<file path="config.mk">
export PLATFORM = sky130hd
export DESIGN_NAME = select_multi_pipe
export DESIGN_NICKNAME = d
export VERILOG_FILES = /design/src/rtl/select_multi_pipe.sv
export SDC_FILE = /design/constraint.sdc
export NUM_CORES = 1
export LEC_CHECK = 0
export BUFFER_PORTS_ARGS = -buffer_cell sky130_fd_sc_hd__clkbuf_2
export CAP_MARGIN = 10
export CORE_MARGIN = 4
export CORE_UTILIZATION = 39
export CTS_CLUSTER_DIAMETER = 200
export DETAILED_ROUTE_END_ITERATION = 8
export PLACE_DENSITY = 0.8
export REMOVE_ABC_BUFFERS = 1
export SYNTH_ARGS = -nofsm -noshare
export SYNTH_HDL_FRONTEND = slang
export SYNTH_SLANG_ARGS = --single-unit
</file>
<file path="constraint.sdc">
create_clock -name clk -period 1.4 [get_ports clk]
set_input_delay 0.14 -clock clk [delete_from_list [all_inputs] [get_ports clk]]
set_output_delay 0.14 -clock clk [all_outputs]
set_load 0.01 [all_outputs]
</file>
<file path="src/rtl/select_multi_pipe.sv">
// select_multi_pipe: registered NUM_IN:1 word selector with valid/ready back-pressure.
// Define SELECT_MULTI_SKID_EN to add a one-entry skid register and register in_ready.
module select_multi_pipe #(
  parameter int WIDTH = 32,
  parameter int NUM_IN = 4,
  localparam int SEL_W = $clog2(NUM_IN)
) (
  input  logic                      clk,
  input  logic                      rst_n,
  input  logic [NUM_IN*WIDTH-1:0]   in_data,
  input  logic [SEL_W-1:0]          sel,
  input  logic                      in_valid,
  output logic                      in_ready,
  output logic [WIDTH-1:0]          out_data,
  output logic [SEL_W-1:0]          out_sel,
  output logic                      out_err,
  output logic                      out_valid,
  input  logic                      out_ready
);
  logic [WIDTH-1:0] pick_data, src_data, out_data_q, out_data_d;
  logic [SEL_W-1:0] src_sel, out_sel_q, out_sel_d;
  logic             pick_err, src_err, out_err_q, out_err_d;
  logic             out_valid_q, out_valid_d;
  logic             in_fire, out_fire, load_out;

  // Out-of-range selects match no channel, so the word is forced to zero.
  always_comb begin
    pick_data = '0;
    for (int k = 0; k < NUM_IN; k++)
      if (sel == SEL_W'(k)) pick_data = in_data[k*WIDTH +: WIDTH];
  end

  assign pick_err = 32'(sel) >= 32'(NUM_IN);
  assign in_fire  = in_valid && in_ready;
  assign out_fire = out_valid_q && out_ready;

`ifdef SELECT_MULTI_SKID_EN
  logic [WIDTH-1:0] skid_data_q, skid_data_d;
  logic [SEL_W-1:0] skid_sel_q, skid_sel_d;
  logic             skid_err_q, skid_err_d, skid_valid_q, skid_valid_d;
  logic             in_ready_q, in_ready_d, load_skid;

  // A held skid word always drains before any newer input can reach the output.
  always_comb begin
    load_skid    = in_fire && out_valid_q && !out_ready;
    load_out     = skid_valid_q ? out_fire : in_fire && !load_skid;
    src_data     = skid_valid_q ? skid_data_q : pick_data;
    src_sel      = skid_valid_q ? skid_sel_q : sel;
    src_err      = skid_valid_q ? skid_err_q : pick_err;
    skid_data_d  = load_skid ? pick_data : skid_data_q;
    skid_sel_d   = load_skid ? sel : skid_sel_q;
    skid_err_d   = load_skid ? pick_err : skid_err_q;
    skid_valid_d = load_skid || (skid_valid_q && !out_fire);
    in_ready_d   = !skid_valid_d;
  end

  always_ff @(posedge clk or negedge rst_n)
    if (!rst_n) begin
      skid_data_q  <= '0;
      skid_sel_q   <= '0;
      skid_err_q   <= 1'b0;
      skid_valid_q <= 1'b0;
      in_ready_q   <= 1'b1;
    end else begin
      skid_data_q  <= skid_data_d;
      skid_sel_q   <= skid_sel_d;
      skid_err_q   <= skid_err_d;
      skid_valid_q <= skid_valid_d;
      in_ready_q   <= in_ready_d;
    end

  assign in_ready = in_ready_q;
`else
  assign in_ready = !out_valid_q || out_ready;
  assign load_out = in_fire;
  assign src_data = pick_data;
  assign src_sel  = sel;
  assign src_err  = pick_err;
`endif

  always_comb begin
    out_data_d  = load_out ? src_data : out_data_q;
    out_sel_d   = load_out ? src_sel : out_sel_q;
    out_err_d   = load_out ? src_err : out_err_q;
    out_valid_d = load_out || (out_valid_q && !out_fire);
  end

  always_ff @(posedge clk or negedge rst_n)
    if (!rst_n) begin
      out_data_q  <= '0;
      out_sel_q   <= '0;
      out_err_q   <= 1'b0;
      out_valid_q <= 1'b0;
    end else begin
      out_data_q  <= out_data_d;
      out_sel_q   <= out_sel_d;
      out_err_q   <= out_err_d;
      out_valid_q <= out_valid_d;
    end

  assign out_data  = out_data_q;
  assign out_sel   = out_sel_q;
  assign out_err   = out_err_q;
  assign out_valid = out_valid_q;
endmodule
</file>
==> results_dict.tcl, run 1 <==
set metrics [dict create \
    hpwl_um 5330 \
    grt-ovfl-total 0 \
    worst-r2r-cell-count 4 \
    rr_startpoint "out_valid" \
    clkLatencyLatePin_ns 0.27 \
    vdd_drop_max_mv 0.556 \
    die_h_um 81.6 \
    port_buffers 169 \
    dr.pass1.iters 4 \
    cp-start-kind "flip-flop" \
    period_minus_slack_ns 1.30 \
    ys_seq_elements 35 \
    num-nets-final 424 \
    timing.hold.ws_ns 0.0783 \
    area_growth_pct 49.5 \
    fmax_ghz 0.771 \
    intPower_w 0.00237 \
    maxSlewViolCount 0 \
    power_frac_clock_pct 28.5 \
    num_vias 1838 \
    min_from "in_valid" \
    synth_fa_ha_area_share_pct 0 \
    arrival_ns 1.45 \
    die-width_um 81.6 \
    synthMuxAreaShare_pct 52.3 \
    holdPathEnd "out_valid" \
    status "finished clean" \
    hold_violations 0 \
    synth_top_family_by_area "multiplexers" \
    combPwrFrac_pct 31.1 \
    antenna_found_initial 0 \
    wirelength_um 6280 \
    power_switching_w 0.000858 \
    cts_resized 0 \
    syn-cell-area_um2 2110 \
    grt_pass1_wl_um 9540 \
    start_util_pct 40.8 \
    grt.total_usage_pct 19.2 \
    syn_area_per_cell_um2 18.1 \
    seqPwrFrac_pct 40.3 \
    drive_gt1_share_pct 86.3 \
    synth-seq-area-share_pct 41.5 \
    hold_depth 2 \
    post_cts_buffers 0 \
    cts.path.max_buffers 2 \
    rsz0062_at_grt "no" \
    finalSetupViolations 0 \
    reg2reg_slack_ns 0.10 \
    drtIter0Drc 57 \
    synth-compound-area-share_pct 0 \
    wl_per_cell_um 17.4 \
    pin_count 171 \
    path_class "flip-flop to flip-flop" \
    cts_sinks 35 \
    end_kind "flip-flop" \
    grt_pass1_vias 1995 \
    syn_inst 117 \
    timing.final.crit_share_pct 92.7 \
    cp.required_ns 1.56 \
    clk_pin_slew_ns 0.07 \
    place_ws_ns -0.0415 \
    power_w 0.00323 \
    ant_nets 0 \
    drcViolationCount 0 \
    die_area_um2 6660 \
    synthXorXnorAreaFrac_pct 0 \
    diodes 0 \
    grt_max_degree 36 \
    tns_ns 0 \
    cap_violations 0 \
    cts_buffers 5 \
    hp-class "primary input to flip-flop" \
    switching_share_pct 26.6 \
    r2r_end "out_data[27]" \
    rows 26 \
    cts_tree "yes" \
    skew_ns 0.00286 \
    worstPathMaxFanout 21 \
    synth.yosys.warnings 0 \
    h-tree-depth 2 \
    globalplace.congestion 0.731 \
    yosys.area_share.simple_pct 0.770 \
    yosysUniqueCellTypes 12 \
    p_leak_nw 1.58 \
    root_buffer "clkbuf_8" \
    viasPerCell 5.09 \
    power_density_nw_per_um2 1020 \
    fin_ws_ns 0.103 \
    fp.coreArea_um2 5170 \
]
-- layout by cell type (no fill, tap or decap), types with 2 or more instances in the layout --
master and count:
buf_12 3, nand2b_1 2, dfrtp_1 35, mux2_2 34, mux4_2 32, buf_4 5
clkbuf_2 169, clkbuf_8 6
-- Yosys cell counts --
master / n / area (um^2)
buf_12: 3 / 60.1
buf_2: 5 / 25.0
buf_4: 1 / 7.51
buf_6: 1 / 11.3
clkbuf_1: 1 / 3.75
clkbuf_2: 1 / 5.00
conb_1: 1 / 3.75
dfrtp_1: 35 / 876
mux2_2: 34 / 383
mux4_2: 32 / 721
nand2_1: 1 / 3.75
nand2b_1: 2 / 12.5
-- power groups by stage --
stage          clock (W)  sequential (W)  combinational, W
2_1_floorplan          0         0.00141          0.000372
3_3_place_gp           0         0.00131          0.000989
3_5_place_dp           0         0.00132           0.00102
4_1_cts         0.000946         0.00130           0.00103
5_1_grt          0.00100         0.00132           0.00109
6_report        0.000920         0.00130           0.00100
-- routing by layer --
metal	wire length, um	vias up	track usage (%)
met1	2140	895	20.6
met3	631	16	4.28
met5	0	-	0
met4	177	0	8.80
li1	-	817	-
met2	3320	110	35.7
-- flip-flops by register name, indices dropped and copies added, names as in the netlist --
register / count
out_sel: 2
out_data: 32
out_valid: 1
-- cell type report --
cell class / count / area, um^2
Tap cell: 70 / 87.6
Clock inverter: 2 / 35.0
Sequential cell: 35 / 876
Timing Repair Buffer: 178 / 953
Clock buffer: 6 / 82.6
Fill cell: 425 / 2010
Multi-Input combinational cell: 70 / 1120
-- worst max-delay path by stage --
stage                     slack [ns]      endpoint       from
after floorplan                -0.41   out_data[0]  out_valid
final                           0.10  out_data[27]  out_valid
after detailed placement       -0.04   out_data[6]     sel[0]
after global placement         -0.02   out_data[0]     sel[0]
after global routing            0.02  out_data[23]  out_valid
after CTS                        0.1  out_data[27]  out_valid
-- kinds of logic after synthesis --
kind of cell | after synthesis
DFF | 35
muxes | 66
other | 1
and+or+nand+nor | 3
buffers and inverters | 12
-- critical path, stage by stage, from the launching register on --
cell and delay (ns):
dfrtp_1 0.36, nand2b_1 0.10, nand2_1 0.17, buf_12 0.19
mux2_2 0.35
-- through the flow --
step | util (%) | cell area, um^2 | instances
after floorplan | - | 2000 | 105
after global placement | 58.6 | 3030 | 352
after detailed placement | 58.6 | 3030 | 352
after CTS | 61.1 | 3160 | 361
after global routing | 61.1 | 3160 | 361
final | 61.1 | 3160 | 361
-- repair_timing --
| item | CTS | global route |
|---|---|---|
| endpoints found under the setup margin | 0 | 0 |
| hold buffers | 1 | 0 |
| endpoints found under the hold margin | 35 | 0 |
No activity file was read; power rests on OpenSTA's default activity.
==> run 2: changes to the inputs <==
--- a/config.mk
+++ b/config.mk
@@ -5,12 +5,14 @@
 export SDC_FILE = /design/constraint.sdc
 export NUM_CORES = 1
 export LEC_CHECK = 0
+export ABC_AREA = 1
 export BUFFER_PORTS_ARGS = -buffer_cell sky130_fd_sc_hd__clkbuf_2
 export CAP_MARGIN = 10
 export CORE_MARGIN = 4
-export CORE_UTILIZATION = 39
+export CORE_UTILIZATION = 40
 export CTS_CLUSTER_DIAMETER = 200
 export DETAILED_ROUTE_END_ITERATION = 8
+export MAX_ROUTING_LAYER = met4
 export PLACE_DENSITY = 0.8
 export REMOVE_ABC_BUFFERS = 1
 export SYNTH_ARGS = -nofsm -noshare
==> run 2 against run 1 <==
- cell area grew 5.0%
- critical path depth grew 2
- clock power increased by 2%
- largest power group unchanged
- setup slack better by 0.11 ns
- sequential share of layout area down 1.3 points
- non-clock buffer count rose by 4
- highest routed layer unchanged
- synthesized cell count grew to 3.1 times the previous value
- utilization decreased by 0.86 points
==> results_dict.tcl, run 2 <==
set metrics [dict create \
    grt_pass1_wl_um 12000 \
    area_growth_pct 46.6 \
    grt_max_degree 36 \
    place_ws_ns 0.219 \
    power_w 0.00315 \
    viasPerCell 4.85 \
    multi_input_area_um2 1250 \
    maxSlewViolCount 0 \
    wirelength_um 7390 \
    h-tree-depth 2 \
    worstPathMaxFanout 34 \
    grt_pass1_vias 2693 \
    pin_count 171 \
    wl_per_cell_um 12.3 \
    num_vias 2901 \
    final_common_cell "clkbuf_2" \
    postPlaceCellArea_um2 3190 \
    fin_ws_ns 0.217 \
    rsz0062_at_grt "no" \
    ant_nets 0 \
    hp-class "primary input to flip-flop" \
    cp.required_ns 1.58 \
    num-nets-final 659 \
    stdcell_area_um2 3310 \
    cts_resized 0 \
    path_class "flip-flop to flip-flop" \
    synth_commonest_cells "nand2_1, nand3_1, nor2_1" \
    status "finished clean" \
    arrival_ns 1.36 \
    tns_ns 0 \
    antenna_found_initial 0 \
    cts_buffers 5 \
    fp.coreArea_um2 5510 \
    die_h_um 83.2 \
    fill_cells 547 \
    cts.path.max_buffers 2 \
    path_cells "nand2_1, nand2_2, buf_4, nor2_1, nand2_1, nand2_1" \
    globalplace.congestion 0.902 \
    yosys.area.top_type "dfrtp_1" \
    synth-seq-area-share_pct 38.7 \
    grt-ovfl-total 0 \
    drive_gt1_share_pct 37.1 \
    die-width_um 83.2 \
    finalSetupViolations 0 \
    root_buffer "clkbuf_8" \
    yosysUniqueCellTypes 13 \
    fin_util_pct 60.2 \
    ys_seq_elements 35 \
    hold_violations 0 \
    syn-cell-area_um2 2260 \
    port_buffers 169 \
    synth.yosys.warnings 0 \
    diodes 0 \
    skew_ns 0.00516 \
    grt.total_usage_pct 21.4 \
    start_util_pct 41.1 \
    clkLatencyLatePin_ns 0.28 \
    synth.top_cell.area_share_pct 38.7 \
    timing.final.crit_share_pct 84.5 \
    synthFlopType "dfrtp_1" \
    synthTopCellsByArea "dfrtp_1, nand2_1, nand3_1" \
    syn_area_per_cell_um2 6.23 \
    cts_tree "yes" \
    slowest_delay_ns 0.35 \
    vdd_drop_max_mv 0.360 \
    cts_sinks 35 \
    cap_violations 0 \
    final_cell_mix "clkbuf_2, nand2_1, nand3_1, nor2_1, dfrtp_1" \
    dr.pass1.iters 5 \
    clk_pin_slew_ns 0.07 \
    cp_slowest_cell "dfrtp_1" \
    crit_path_frequent_cell "nand2_1" \
    die_area_um2 6920 \
    rows 27 \
    end_kind "flip-flop" \
    fmax_ghz 0.845 \
    cp-start-kind "flip-flop" \
    power_density_nw_per_um2 950 \
    synth.most_common_cell "nand2_1" \
    period_minus_slack_ns 1.18 \
    worst-r2r-cell-count 6 \
    hpwl_um 5910 \
    hold_depth 5 \
    p_leak_nw 1.95 \
    post_cts_buffers 0 \
    drtIter0Drc 64 \
    synth_edf_count 0 \
    largest_reg_flops 32 \
    drcViolationCount 0 \
    syn_inst 363 \
    seqCellArea_um2 876 \
    synthArstFlopShare_pct 100 \
]
run 2: power by group:
part | switching, W | leakage [nW] | internal [W]
sequential | 0.0000899 | 0.433 | 0.00117
combinational | 0.000532 | 1.46 | 0.000421
clock | 0.000359 | 0.0612 | 0.000576
run 2: what timing repair did:
action,CTS,global route
hold endpoints to repair,17,0
hold buffers,1,0
setup endpoints to repair,0,0
run 2: critical path: cells and delay by family (launching register included):
family,cells,cell delay (ns)
flops,1,0.35
buf+inv,1,0.32
simple gates,5,0.41
run 2: path summary, 6_finish.rpt:
| path | slack, ns | end | startpoint |
|---|---|---|---|
| worst max-delay path | 0.22 | out_data[24] | out_valid |
| worst min-delay path | 0.16 | out_data[8] | in_data[72] |
| worst max register to register | 0.22 | out_data[24] | out_valid |
| worst min register to register | 0.48 | out_data[28] | out_data[28] |
| max in group asynchronous | 0.58 | out_data[19] | rst_n |
| min in group asynchronous | 0.35 | out_data[15] | rst_n |
run 2: final cells by class:
| class | count | area share (%) |
|---|---|---|
| clock buffer | 6 | 2.49 |
| clock inverter | 2 | 1.06 |
| inverter | 3 | 0.340 |
| multi-input combinational | 298 | 37.7 |
| sequential | 35 | 26.4 |
| tap | 72 | 2.72 |
| timing repair buffer | 182 | 29.3 |
run 2: cell families (layout without fill, tap and decap cells):
family                 Yosys count  after routing  synth area share, %
DFF                             35             35                 38.7
AOI/OAI and AO/OA               34             34                 7.53
other                            1              1                0.166
and+or+nand+nor                263            263                 47.4
buffers and inverters           30            193                 6.14
run 2: stage by stage:
step	cells	hold WS [ns]
floorplan	336	-0.156
global placement	589	0.119
global route	598	0.175
CTS	598	0.151
finish	598	0.161
detailed placement	589	0.121
run 2: metal layers:
metal | GRT usage (%) | vias up | share of wire [%]
li1 | - | 1482 | -
met5 | - | - | 0
met2 | 38.0 | 138 | 50
met4 | 4.16 | 0 | 0.65
met1 | 24.3 | 1273 | 41
met3 | 5.85 | 8 | 8.4
==> run 3: changes to the inputs <==
--- a/config.mk
+++ b/config.mk
@@ -5,15 +5,15 @@
 export SDC_FILE = /design/constraint.sdc
 export NUM_CORES = 1
 export LEC_CHECK = 0
-export ABC_AREA = 1
+export ABC_AREA = 0
 export BUFFER_PORTS_ARGS = -buffer_cell sky130_fd_sc_hd__clkbuf_2
 export CAP_MARGIN = 10
 export CORE_MARGIN = 4
-export CORE_UTILIZATION = 40
+export CORE_UTILIZATION = 35
 export CTS_CLUSTER_DIAMETER = 200
 export DETAILED_ROUTE_END_ITERATION = 8
 export MAX_ROUTING_LAYER = met4
-export PLACE_DENSITY = 0.8
+export PLACE_DENSITY = 0.76
 export REMOVE_ABC_BUFFERS = 1
 export SYNTH_ARGS = -nofsm -noshare
 export SYNTH_HDL_FRONTEND = slang
==> constraint.sdc (replaced) <==
create_clock -name clk -period 0.95 [get_ports clk]
set_input_delay 0.095 -clock clk [delete_from_list [all_inputs] [get_ports clk]]
set_output_delay 0.095 -clock clk [all_outputs]
set_load 0.01 [all_outputs]
==> run 3 against run 2 <==
- critical path depth fell by 2
- setup slack got worse by 0.51 ns
- die area rose by 6.1%
- clock-buffer cell count did not move
- utilization fell by 4.2 points
- cell count fell by 38%
- via count fell by 35%
- the flow now finishes with violations (negative setup slack)
- non-clock buffer count rose by 1
- combinational power rose by 71%
- first-iteration DRC count fell by 27%
- largest cell class unchanged
- sequential share of layout area rose by 0.13 points
- clock skew fell by 0.0017 ns
==> results_dict.tcl, run 3 (synthesis gave the netlist of run 1 again) <==
set metrics [dict create \
    cp.required_ns 1.11 \
    final_common_cell "clkbuf_2" \
    grt-ovfl-total 0 \
    drtIter0Drc 47 \
    arrival_ns 1.40 \
    crit_end "out_data[22]" \
    fin_util_pct 56.0 \
    fin_ws_ns -0.288 \
    seqCellArea_um2 876 \
    die_area_um2 7340 \
    tns_ns -9.01 \
    cts_buffers 5 \
    hp-class "primary input to flip-flop" \
    place_ws_ns -0.476 \
    violations "negative setup slack" \
    fp.coreArea_um2 5890 \
    drcViolationCount 0 \
    p_leak_nw 1.68 \
    cp-startpoint "out_valid" \
    hpwl_um 5480 \
    cp-start-kind "flip-flop" \
    root_buffer "clkbuf_8" \
    num-nets-final 429 \
    rsz0062_at_grt "yes" \
    cts_sinks 35 \
    port_buffers 169 \
    rows 28 \
    clk_pin_slew_ns 0.07 \
    dr.pass1.iters 4 \
    period_minus_slack_ns 1.24 \
    worst-r2r-cell-count 4 \
    end_kind "flip-flop" \
    largest_reg_flops 32 \
    hold_violations 0 \
    cts.path.max_buffers 2 \
    cap_violations 0 \
    final_cell_mix "clkbuf_2, dfrtp_1, mux4_2" \
    wirelength_um 6810 \
    maxSlewViolCount 0 \
    multi_input_area_um2 1180 \
    fill_cells 491 \
    num_vias 1897 \
    pin_count 171 \
    h-tree-depth 2 \
    area_growth_pct 56.2 \
    cts_tree "yes" \
    drive_gt1_share_pct 87.1 \
    timing.hold.ws_ns 0.0726 \
    wl_per_cell_um 18.4 \
    grt_max_degree 36 \
    worstPathMaxFanout 11 \
    power_density_nw_per_um2 1400 \
    status "complete, but fails checks" \
    viasPerCell 5.13 \
    grt.total_usage_pct 18.5 \
    grt_pass1_wl_um 10200 \
    vdd_drop_max_mv 0.585 \
    ant_nets 0 \
    diodes 0 \
    skew_ns 0.00344 \
    clkLatencyLatePin_ns 0.28 \
    globalplace.congestion 0.828 \
    antenna_found_initial 0 \
    reg2reg_slack_ns -0.29 \
    start_util_pct 35.9 \
    path_class "flip-flop to flip-flop" \
    fmax_ghz 0.808 \
    r2r_end "out_data[22]" \
    die_h_um 85.7 \
    finalSetupViolations 36 \
    timing.final.crit_share_pct 130 \
    die-width_um 85.7 \
    grt_pass1_vias 2142 \
    rr_startpoint "out_valid" \
]
[run 3: changes by cell type in the layout (fill, tap and decap cells not counted), moves of 3 or more]
cell	delta
buf_4	-5
nand3_1	-64
nor2_1	-64
o21ai_0	-24
mux4_2	+32
mux2_2	+23
nand2_1	-132
mux2_4	+11
o21ai_1	-10
buf_12	+3
inv_2	-3
[run 3: report_power, final]
group	switching (W)	internal (W)
Clock	0.000508	0.000568
Combinational	0.000655	0.000975
Sequential	0.000152	0.00178
Total	0.00132	0.00332
[run 3: metrics by stage]
stage / instances / total power [W] / cell area [um^2]
2_1_floorplan: 105 / 0.00262 / 2000
3_3_place_gp: 359 / 0.00341 / 3080
3_5_place_dp: 359 / 0.00347 / 3080
4_1_cts: 369 / 0.00458 / 3200
5_1_grt: 370 / 0.00493 / 3300
6_report: 370 / 0.00463 / 3300
[run 3: repair_timing]
item	CTS	global route
endpoints found under the setup margin	36	36
gates cloned	0	1
buffers inserted	2	0
hold buffers	1	0
pin swaps	0	1
resized for setup	3	18
endpoints found under the hold margin	35	0
[run 3: critical path, cell delays in order (launching register included)]
cell and delay, ns:
dfrtp_1 0.41, nand2b_4 0.09, nand2_4 0.11, clkbuf_16 0.18, mux2_2 0.34
[run 3: how the worst min path moves through the flow]
stage	start	endpoint	slack, ns	cells after the start
final	in_valid	out_valid	0.07	2
after global placement	rst_n	out_data[20]	0.07	2
after floorplan	rst_n	out_data[0]	-0.20	0
after global routing	in_valid	out_valid	0.07	2
after detailed placement	rst_n	out_data[20]	0.08	2
after CTS	in_valid	out_valid	0.03	2
[run 3: final cells by class]
cell class,count,share of cell area [%]
multi-input cells,70,35.8
repair buffers,183,32.2
flip-flops and latches,35,26.6
well taps,75,2.85
clock buffers,6,2.50
clock inverters,1,0.152
[run 3: metal layers]
metal	wire [um]	vias up	GRT usage [%]
met1	2260	934	19.2
li1	-	834	-
met4	175	0	6.33
met5	0	-	-
met2	3740	112	33.5
met3	638	17	5.09
